--- config.mk ---
export PLATFORM = sky130hd
export DESIGN_NAME = mem_access_ctrl
export DESIGN_NICKNAME = d
export VERILOG_FILES = /design/src/rtl/mem_access_ctrl.sv
export SDC_FILE = /design/constraint.sdc
export NUM_CORES = 1
export LEC_CHECK = 0
export CORE_MARGIN = 5
export CORE_UTILIZATION = 40
export CTS_CLUSTER_DIAMETER = 80
export DETAILED_ROUTE_END_ITERATION = 10
export PLACE_DENSITY = 0.75
export SYNTH_ARGS = -nofsm -noshare
export SYNTH_HDL_FRONTEND = slang
export SYNTH_SLANG_ARGS = --single-unit
export TNS_END_PERCENT = 5
--- constraint.sdc ---
create_clock -name clk -period 4.4 [get_ports clk]
set_clock_uncertainty 0.1 [all_clocks]
set_input_delay 0.88 -clock clk [delete_from_list [all_inputs] [get_ports clk]]
set_output_delay 0.88 -clock clk [all_outputs]
set_load 0.01 [all_outputs]
--- src/rtl/mem_access_ctrl.sv ---
// mem_access_ctrl
// Memory-stage controller for the LC-3b load/store opcodes LDR, LDB, LDI,
// STR, STB and STI. It runs one data-memory transaction, or two for the
// indirect forms, over a request/response handshake. It stalls upstream
// stages while the access is pending. It returns load data aligned for
// write-back. Other opcodes pass through with no effect.
//
// Ports
//   clk              in   clock, rising edge
//   reset_n          in   asynchronous active-low reset
//   valid_in         in   MEM stage holds a valid instruction
//   opcode           in   4-bit LC-3b opcode
//   addr             in   effective address from the ALU
//   store_data       in   SR value for stores
//   dmem_read        out  read request, held until dmem_resp
//   dmem_write       out  write request, held until dmem_resp
//   dmem_address     out  transaction address
//   dmem_wdata       out  write data
//   dmem_byte_enable out  [1]=high byte, [0]=low byte
//   dmem_rdata       in   read data, valid with dmem_resp
//   dmem_resp        in   one-cycle transaction complete
//   load_data        out  registered write-back value
//   stall            out  freeze upstream stages
//   done             out  one-cycle pulse, access complete
//
// state | meaning
// ------+------------------------------------------------------
// IDLE  | waiting for a memory op; no request issued
// PTR   | indirect pointer read (LDI/STI)
// ACC   | final data access (read for loads, write for stores)
// DONE  | one-cycle completion pulse, no request issued

module mem_access_ctrl (
    input  logic        clk,
    input  logic        reset_n,
    input  logic        valid_in,
    input  logic [3:0]  opcode,
    input  logic [15:0] addr,
    input  logic [15:0] store_data,
    output logic        dmem_read,
    output logic        dmem_write,
    output logic [15:0] dmem_address,
    output logic [15:0] dmem_wdata,
    output logic [1:0]  dmem_byte_enable,
    input  logic [15:0] dmem_rdata,
    input  logic        dmem_resp,
    output logic [15:0] load_data,
    output logic        stall,
    output logic        done
);

    localparam logic [3:0] OP_LDB = 4'b0010;
    localparam logic [3:0] OP_STB = 4'b0011;
    localparam logic [3:0] OP_LDR = 4'b0110;
    localparam logic [3:0] OP_STR = 4'b0111;
    localparam logic [3:0] OP_LDI = 4'b1010;
    localparam logic [3:0] OP_STI = 4'b1011;

    typedef enum logic [1:0] {
        IDLE = 2'd0,
        PTR  = 2'd1,
        ACC  = 2'd2,
        DONE = 2'd3
    } state_t;

    state_t      state, state_n;
    logic [3:0]  op_q;
    logic [15:0] addr_q;
    logic [15:0] sdata_q;

    logic in_mem, in_ind;
    logic q_load, q_byte;
    logic accept;

    always_comb begin
        in_mem = (opcode == OP_LDR) || (opcode == OP_LDB) || (opcode == OP_LDI) ||
                 (opcode == OP_STR) || (opcode == OP_STB) || (opcode == OP_STI);
        in_ind = (opcode == OP_LDI) || (opcode == OP_STI);
        q_load = (op_q == OP_LDR) || (op_q == OP_LDB) || (op_q == OP_LDI);
        q_byte = (op_q == OP_LDB) || (op_q == OP_STB);
    end

    assign accept = (state == IDLE) && valid_in && in_mem;

    // Gated by reset_n so the pipeline is never frozen while the block is held in reset.
    assign stall = reset_n && valid_in && in_mem && (state != DONE);

    always_comb begin
        state_n          = state;
        dmem_read        = 1'b0;
        dmem_write       = 1'b0;
        dmem_address     = 16'h0000;
        dmem_wdata       = 16'h0000;
        dmem_byte_enable = 2'b00;
        done             = 1'b0;
        case (state)
            IDLE: begin
                if (accept)
                    state_n = in_ind ? PTR : ACC;
            end
            PTR: begin
                dmem_read        = 1'b1;
                dmem_address     = {addr_q[15:1], 1'b0};
                dmem_byte_enable = 2'b11;
                if (dmem_resp)
                    state_n = ACC;
            end
            ACC: begin
                dmem_read  = q_load;
                dmem_write = !q_load;
                if (q_byte) begin
                    dmem_address     = addr_q;
                    dmem_byte_enable = addr_q[0] ? 2'b10 : 2'b01;
                    dmem_wdata       = {sdata_q[7:0], sdata_q[7:0]};
                end else begin
                    dmem_address     = {addr_q[15:1], 1'b0};
                    dmem_byte_enable = 2'b11;
                    dmem_wdata       = sdata_q;
                end
                if (dmem_resp)
                    state_n = DONE;
            end
            DONE: begin
                done    = 1'b1;
                state_n = IDLE;
            end
            default: state_n = IDLE;
        endcase
    end

    always_ff @(posedge clk or negedge reset_n) begin
        if (!reset_n) begin
            state     <= IDLE;
            op_q      <= 4'h0;
            addr_q    <= 16'h0000;
            sdata_q   <= 16'h0000;
            load_data <= 16'h0000;
        end else begin
            state <= state_n;
            if (accept) begin
                op_q    <= opcode;
                addr_q  <= addr;
                sdata_q <= store_data;
            end
            // The pointer read replaces the working address for the final access.
            if (state == PTR && dmem_resp)
                addr_q <= dmem_rdata;
            if (state == ACC && dmem_resp && q_load) begin
                if (q_byte)
                    load_data <= {8'h00, addr_q[0] ? dmem_rdata[15:8] : dmem_rdata[7:0]};
                else
                    load_data <= dmem_rdata;
            end
        end
    end

endmodule

==> results.toml, run 1 <==
[route]
wire_per_inst_um = 15.8
vias_per_cell = 5.05
detail-route-antenna-nets = 0
drc = 0
drt_first_pass_iters = 4
drt-initial-drc-count = 82
vias = 2566
drt_wl_total_mm = 8.05

[yosys]
postSynthCellCount = 327
synth_warnings = 0
synthTopCellsByArea = "dfrtp_1 (50%), nand2_1 (15%), and2_1 (5.5%), nor2_1 (4.7%), a31oi_1 (3.9%)"
synth-xor-area-share_pct = 0
synthSimpleGateAreaFrac_pct = 29.1
ys_seq_area_share_pct = 49.8
synth_edf_count = 0
synth_area_um2 = 2720
yosys.area.top_type = "dfrtp_1"
synth_nets = 387
ys_seq_elements = 54
synth_cell_types = 27
synth_compound_area_share_pct = 11.5
synth_top_area_share_pct = 49.8
synth-main-ff-cell = "dfrtp_1"
async_flop_share_pct = 100
synthMuxAreaShare_pct = 2.95
synth_fa_ha_area_share_pct = 1.84
synth_top_family_by_area = "simple AND/OR/NAND/NOR gates"
syn_area_per_cell_um2 = 8.30

[timing]
post-route-period-util_pct = 79.4
maxClockFrequency_mhz = 286
worst_pin_slew_ns = 1.03
fin_tns_setup_ns = 0
fin_hold_ws_ns = 0.383
slew_viol_final = 0
maxSlewHeadroom_pct = 31.1
finalHoldViolCount = 0
setup_viol_count_final = 0
period_minus_slack_ns = 3.49
rsz0062_at_grt = "no"
setup_slack_ns = 0.907

[placed_design]
dp_hpwl_mm = 5.90
portBuffers = 109
place_area_um2 = 3840
gp_congestion = 0.827
place_ws_ns = 1.07

[die]
top_level_ports = 110
core-area_um2 = 6680
core.rowCount = 30
dieArea_um2 = 8530
die_h_um = 92.4
start_util_pct = 40.6
die_x_um = 92.4

[grt]
grt_pass1_wl_mm = 13.2
overflow = 0
grt_antenna_before_repair = 0
grt_start_max_net_pins = 55
grtUsageTotal_pct = 19.1
grt_pass1_vias = 2685

[setup_path]
cp_num_buf_inv = 3
cp_slowest_cell = "ha_1"
worstPathMaxFanout = 22
cp.arrival_ns = 2.51
worstSetupPathType = "reg -> out"
startpoint_type = "register"
cp_cell_sequence = "inv_1, ha_1, nor2_1, nor2_1, buf_4, and2_1, clkdlybuf4s50_1"
cp_top_family = "buffers and inverters"
endpoint_kind = "output pin"
max_stage_delay_ns = 0.57
cp_common_cell = "nor2_1"
worstPathRequired_ns = 3.42

[clocking]
root_buffer = "clkbuf_8"
tritoncts = "yes"
post-cts-setup-buffers = 0
cts_made_buffers = 5
cts_hold_buf = 0
cts_max_level = 2
clockBufferDepth = 2
cts-resized-gates = 0
clock_latency_ns = 0.29
clk_transition_reported_paths_ns = 0.09
cts_sinks = 54

[cells_and_area]
regArea_um2 = 1350
syn_to_final_growth_pct = 44.4
fin_area_um2 = 3920
final_util_pct = 58.7
fin_nets = 488
layout-drive-gt1-share_pct = 3.50
n_antenna_cell = 0
fill_cells = 610
multi_input_area_um2 = 1230

[pwr]
vdd_drop_max_mv = 0.324
p_leak_nw = 1.74
power-per-cell-area_nw_per_um2 = 653

[job]
max_cap_viol_count = 0

[worst_hold_path]
hp-class = "reg -> reg"

[status]
outcome = "complete, no violations"
path summary, 6_finish.rpt:
path | start | cells after the start | slack (ns) | endpoint
worst max-delay path | state[0]$_DFFE_PN0P_ | 7 | 0.91 | dmem_address[1]
worst min-delay path | sdata_q[14]$_DFFE_PN0P_ | 2 | 0.38 | sdata_q[14]$_DFFE_PN0P_
worst max register to register | state[0]$_DFFE_PN0P_ | 5 | 1.89 | load_data[8]$_DFFE_PN0P_
worst min register to register | sdata_q[14]$_DFFE_PN0P_ | 2 | 0.38 | sdata_q[14]$_DFFE_PN0P_
max in group asynchronous | reset_n | 2 | 3.11 | addr_q[14]$_DFFE_PN0P_
min in group asynchronous | reset_n | 2 | 0.63 | load_data[8]$_DFFE_PN0P_
registers in the layout, summed over array words and instances (netlist names):
| register | flops |
|---|---|
| addr_q | 16 |
| sdata_q | 16 |
| op_q | 4 |
| load_data | 16 |
| state | 2 |
routing by layer:
layer  vias up  global-route usage (%)  routed length [um]
li1       1253                       -                   -
met2       103                    30.9                3570
met4         0                    4.33                  99
met3        10                    5.61                 654
met1      1200                    25.3                3720
met5         -                       0                   0
Yosys cell counts, types with 4 or more instances:
cell and n:
nand2_1 105, dfrtp_1 54, nor2_1 34, and2_1 24, a31oi_1 17, inv_1 11
a21boi_0 10, nand3_1 10, buf_2 9, clkbuf_1 9, o21ai_0 9, a21oi_1 8
mux2i_1 8, ha_1 4
area by class of cell:
cell class / count / share of cell area (%)
multi-input cells: 243 / 31.4
inverters: 11 / 1.05
clock inverters: 2 / 0.255
flip-flops and latches: 54 / 34.5
repair buffers: 113 / 28.5
well taps: 80 / 2.55
clock buffers: 5 / 1.76
layout by cell type, fill, tap and decap left out, types with 2 or more instances in the layout:
master / synthesis / routed
buf_4: 0 / 4
mux2i_1: 8 / 8
a21oi_1: 8 / 8
clkbuf_8: 0 / 5
o22ai_1: 2 / 2
dfrtp_1: 54 / 54
o21ai_0: 9 / 9
nand3_1: 10 / 10
inv_1: 11 / 11
clkdlybuf4s50_1: 0 / 108
clkinv_2: 0 / 2
a31oi_1: 17 / 17
ha_1: 4 / 4
nand2b_1: 2 / 2
nor2_1: 34 / 34
a21boi_0: 10 / 10
and2_1: 24 / 24
nand2_1: 105 / 105
kinds of logic (layout without fill, tap and decap cells):
| logic type | Yosys count | count (layout) |
|---|---|---|
| compound gates | 50 | 50 |
| fa+ha+maj | 4 | 4 |
| buf+inv | 30 | 131 |
| flops | 54 | 54 |
| mux | 8 | 8 |
| simple gates | 181 | 181 |
power by group:
group / switching (mW) / internal [mW]
sequential: 0.150 / 0.739
combinational: 0.685 / 0.722
clock: 0.158 / 0.108
total: 0.993 / 1.57
stage by stage:
| stage | cells | power [mW] |
|---|---|---|
| after CTS | 508 | 2.58 |
| after global routing | 508 | 2.77 |
| after floorplan | 327 | 1.62 |
| after global placement | 501 | 2.28 |
| final | 508 | 2.56 |
| after detailed placement | 501 | 2.31 |
worst register-to-register path: stages, from the launching register on:
cell	delay (ns)
dfrtp_1	0.42
inv_1	0.10
ha_1	0.57
and4_1	0.96
nand3_1	0.18
o21ai_0	0.11
Power figures use the tool's default switching activity.
==> run 2, diff against run 1 <==
Clock period 4.4 ns to 3.3 ns, I/O delays scaled along.
==> results.toml, run 2 (synthesis results as in run 1) <==
[route]
drc = 0
drt-initial-drc-count = 74
wire_per_inst_um = 15.6
vias_per_cell = 5.00
drt_wl_total_mm = 8.01
vias = 2570
drt_first_pass_iters = 4
detail-route-antenna-nets = 0

[timing]
slew_viol_final = 0
setup_viol_count_final = 0
maxClockFrequency_mhz = 332
finalHoldViolCount = 0
fin_tns_setup_ns = 0
rsz0062_at_grt = "no"
post-route-period-util_pct = 91.3
maxSlewHeadroom_pct = 42.0
period_minus_slack_ns = 3.01
worst_pin_slew_ns = 0.868

[setup_path]
worstPathRequired_ns = 2.54
worstPathMaxFanout = 17
startpoint_type = "register"
worstSetupPathType = "reg -> out"
endpoint_kind = "output pin"
cp.arrival_ns = 2.25

[pwr]
p_leak_nw = 1.76
vdd_drop_max_mv = 0.347
power-per-cell-area_nw_per_um2 = 871

[grt]
grtUsageTotal_pct = 19.1
grt_pass1_vias = 2697
overflow = 0
grt_use_met1_pct = 24.9
busiest_layer = "met2"
grtUsageMet2_pct = 32.0
grt_antenna_before_repair = 0
grt_start_max_net_pins = 55
gr-usage-met3_pct = 4.39
grt_pass1_wl_mm = 13.1

[clocking]
clk_transition_reported_paths_ns = 0.10
post-cts-setup-buffers = 0
cts-resized-gates = 0
clock_latency_ns = 0.30
root_buffer = "clkbuf_8"
cts_max_level = 2
clockBufferDepth = 2
cts_sinks = 54
tritoncts = "yes"
cts_hold_buf = 0
cts_made_buffers = 5

[placed_design]
portBuffers = 109
dp_hpwl_mm = 5.88
dp.cells = 506
gp_congestion = 0.869

[cells_and_area]
fin_cells = 514
final_cell_mix = "clkdlybuf4s50_1 (108), nand2_1 (105), dfrtp_1 (54), nor2_1 (34), and2_1 (24)"
fin_nets = 493
syn_to_final_growth_pct = 46.0
layout-drive-gt1-share_pct = 4.61
n_antenna_cell = 0
regArea_um2 = 1350
reg.largest.list = "addr_q x16, load_data x16, sdata_q x16"
fill_cells = 615
multi_input_area_um2 = 1230
final_common_cell = "clkdlybuf4s50_1"

[die]
core-area_um2 = 6680
die_h_um = 92.4
die_x_um = 92.4
top_level_ports = 110
start_util_pct = 40.6
dieArea_um2 = 8530
core.rowCount = 30

[worst_hold_path]
hp-class = "reg -> reg"

[job]
max_cap_viol_count = 0

[status]
outcome = "complete, no violations"
-- run 2: cell types whose count changed in the layout (fill, tap and decap cells not counted) --
cell	change
clkinv_2	-1
buf_4	+5
clkinv_4	+1
clkbuf_1	+1
-- run 2: metal layers --
layer,share of wire (%),wire [um]
met1,46,3670
met2,46,3650
met3,7.5,599
met4,1.1,91
met5,0,0
-- run 2: final cells by class --
class	instances	share of cell area (%)
clock buffers	6	1.83
clock inverters	2	0.347
inverters	11	1.04
multi-input cells	243	31.1
flip-flops and latches	54	34.1
well taps	80	2.52
repair buffers	118	29.1
-- run 2: where the power goes --
part | total, mW | internal (mW) | switching, mW
Clock | 0.369 | 0.150 | 0.218
Combinational | 1.90 | 0.984 | 0.915
Sequential | 1.19 | 0.985 | 0.201
Total | 3.45 | 2.12 | 1.33
-- run 2: final timing paths --
check	start	endpoint	slack, ns	cells past startpoint
max	op_q[3]$_DFFE_PN0P_	dmem_wdata[14]	0.29	5
min	sdata_q[15]$_DFFE_PN0P_	sdata_q[15]$_DFFE_PN0P_	0.38	2
max reg2reg	state[1]$_DFFE_PN0P_	addr_q[3]$_DFFE_PN0P_	1.30	5
min reg2reg	sdata_q[15]$_DFFE_PN0P_	sdata_q[15]$_DFFE_PN0P_	0.38	2
max in group asynchronous	reset_n	sdata_q[10]$_DFFE_PN0P_	2.23	2
min in group asynchronous	reset_n	load_data[14]$_DFFE_PN0P_	0.41	2
-- run 2: worst max-delay path, cell delays in order, from the launching register on --
cell and delay (ns):
dfrtp_1 0.45, nor2_1 0.07, nand2_1 0.49, nand2_1 0.10, a21boi_0 0.26, clkdlybuf4s50_1 0.59
-- run 2: metrics by stage --
stage                     hold slack, ns  power (mW)  area, um2  utilization [%]  worst slack [ns]
after floorplan                    0.264        2.17       2720                -              1.11
after global placement             0.354        3.06       3880             58.1             0.436
after detailed placement           0.363        3.12       3880             58.1             0.393
after CTS                          0.387        3.49       3970             59.3             0.267
after global routing               0.409        3.74       3970             59.3            0.0787
final                              0.384        3.45       3970             59.3             0.287
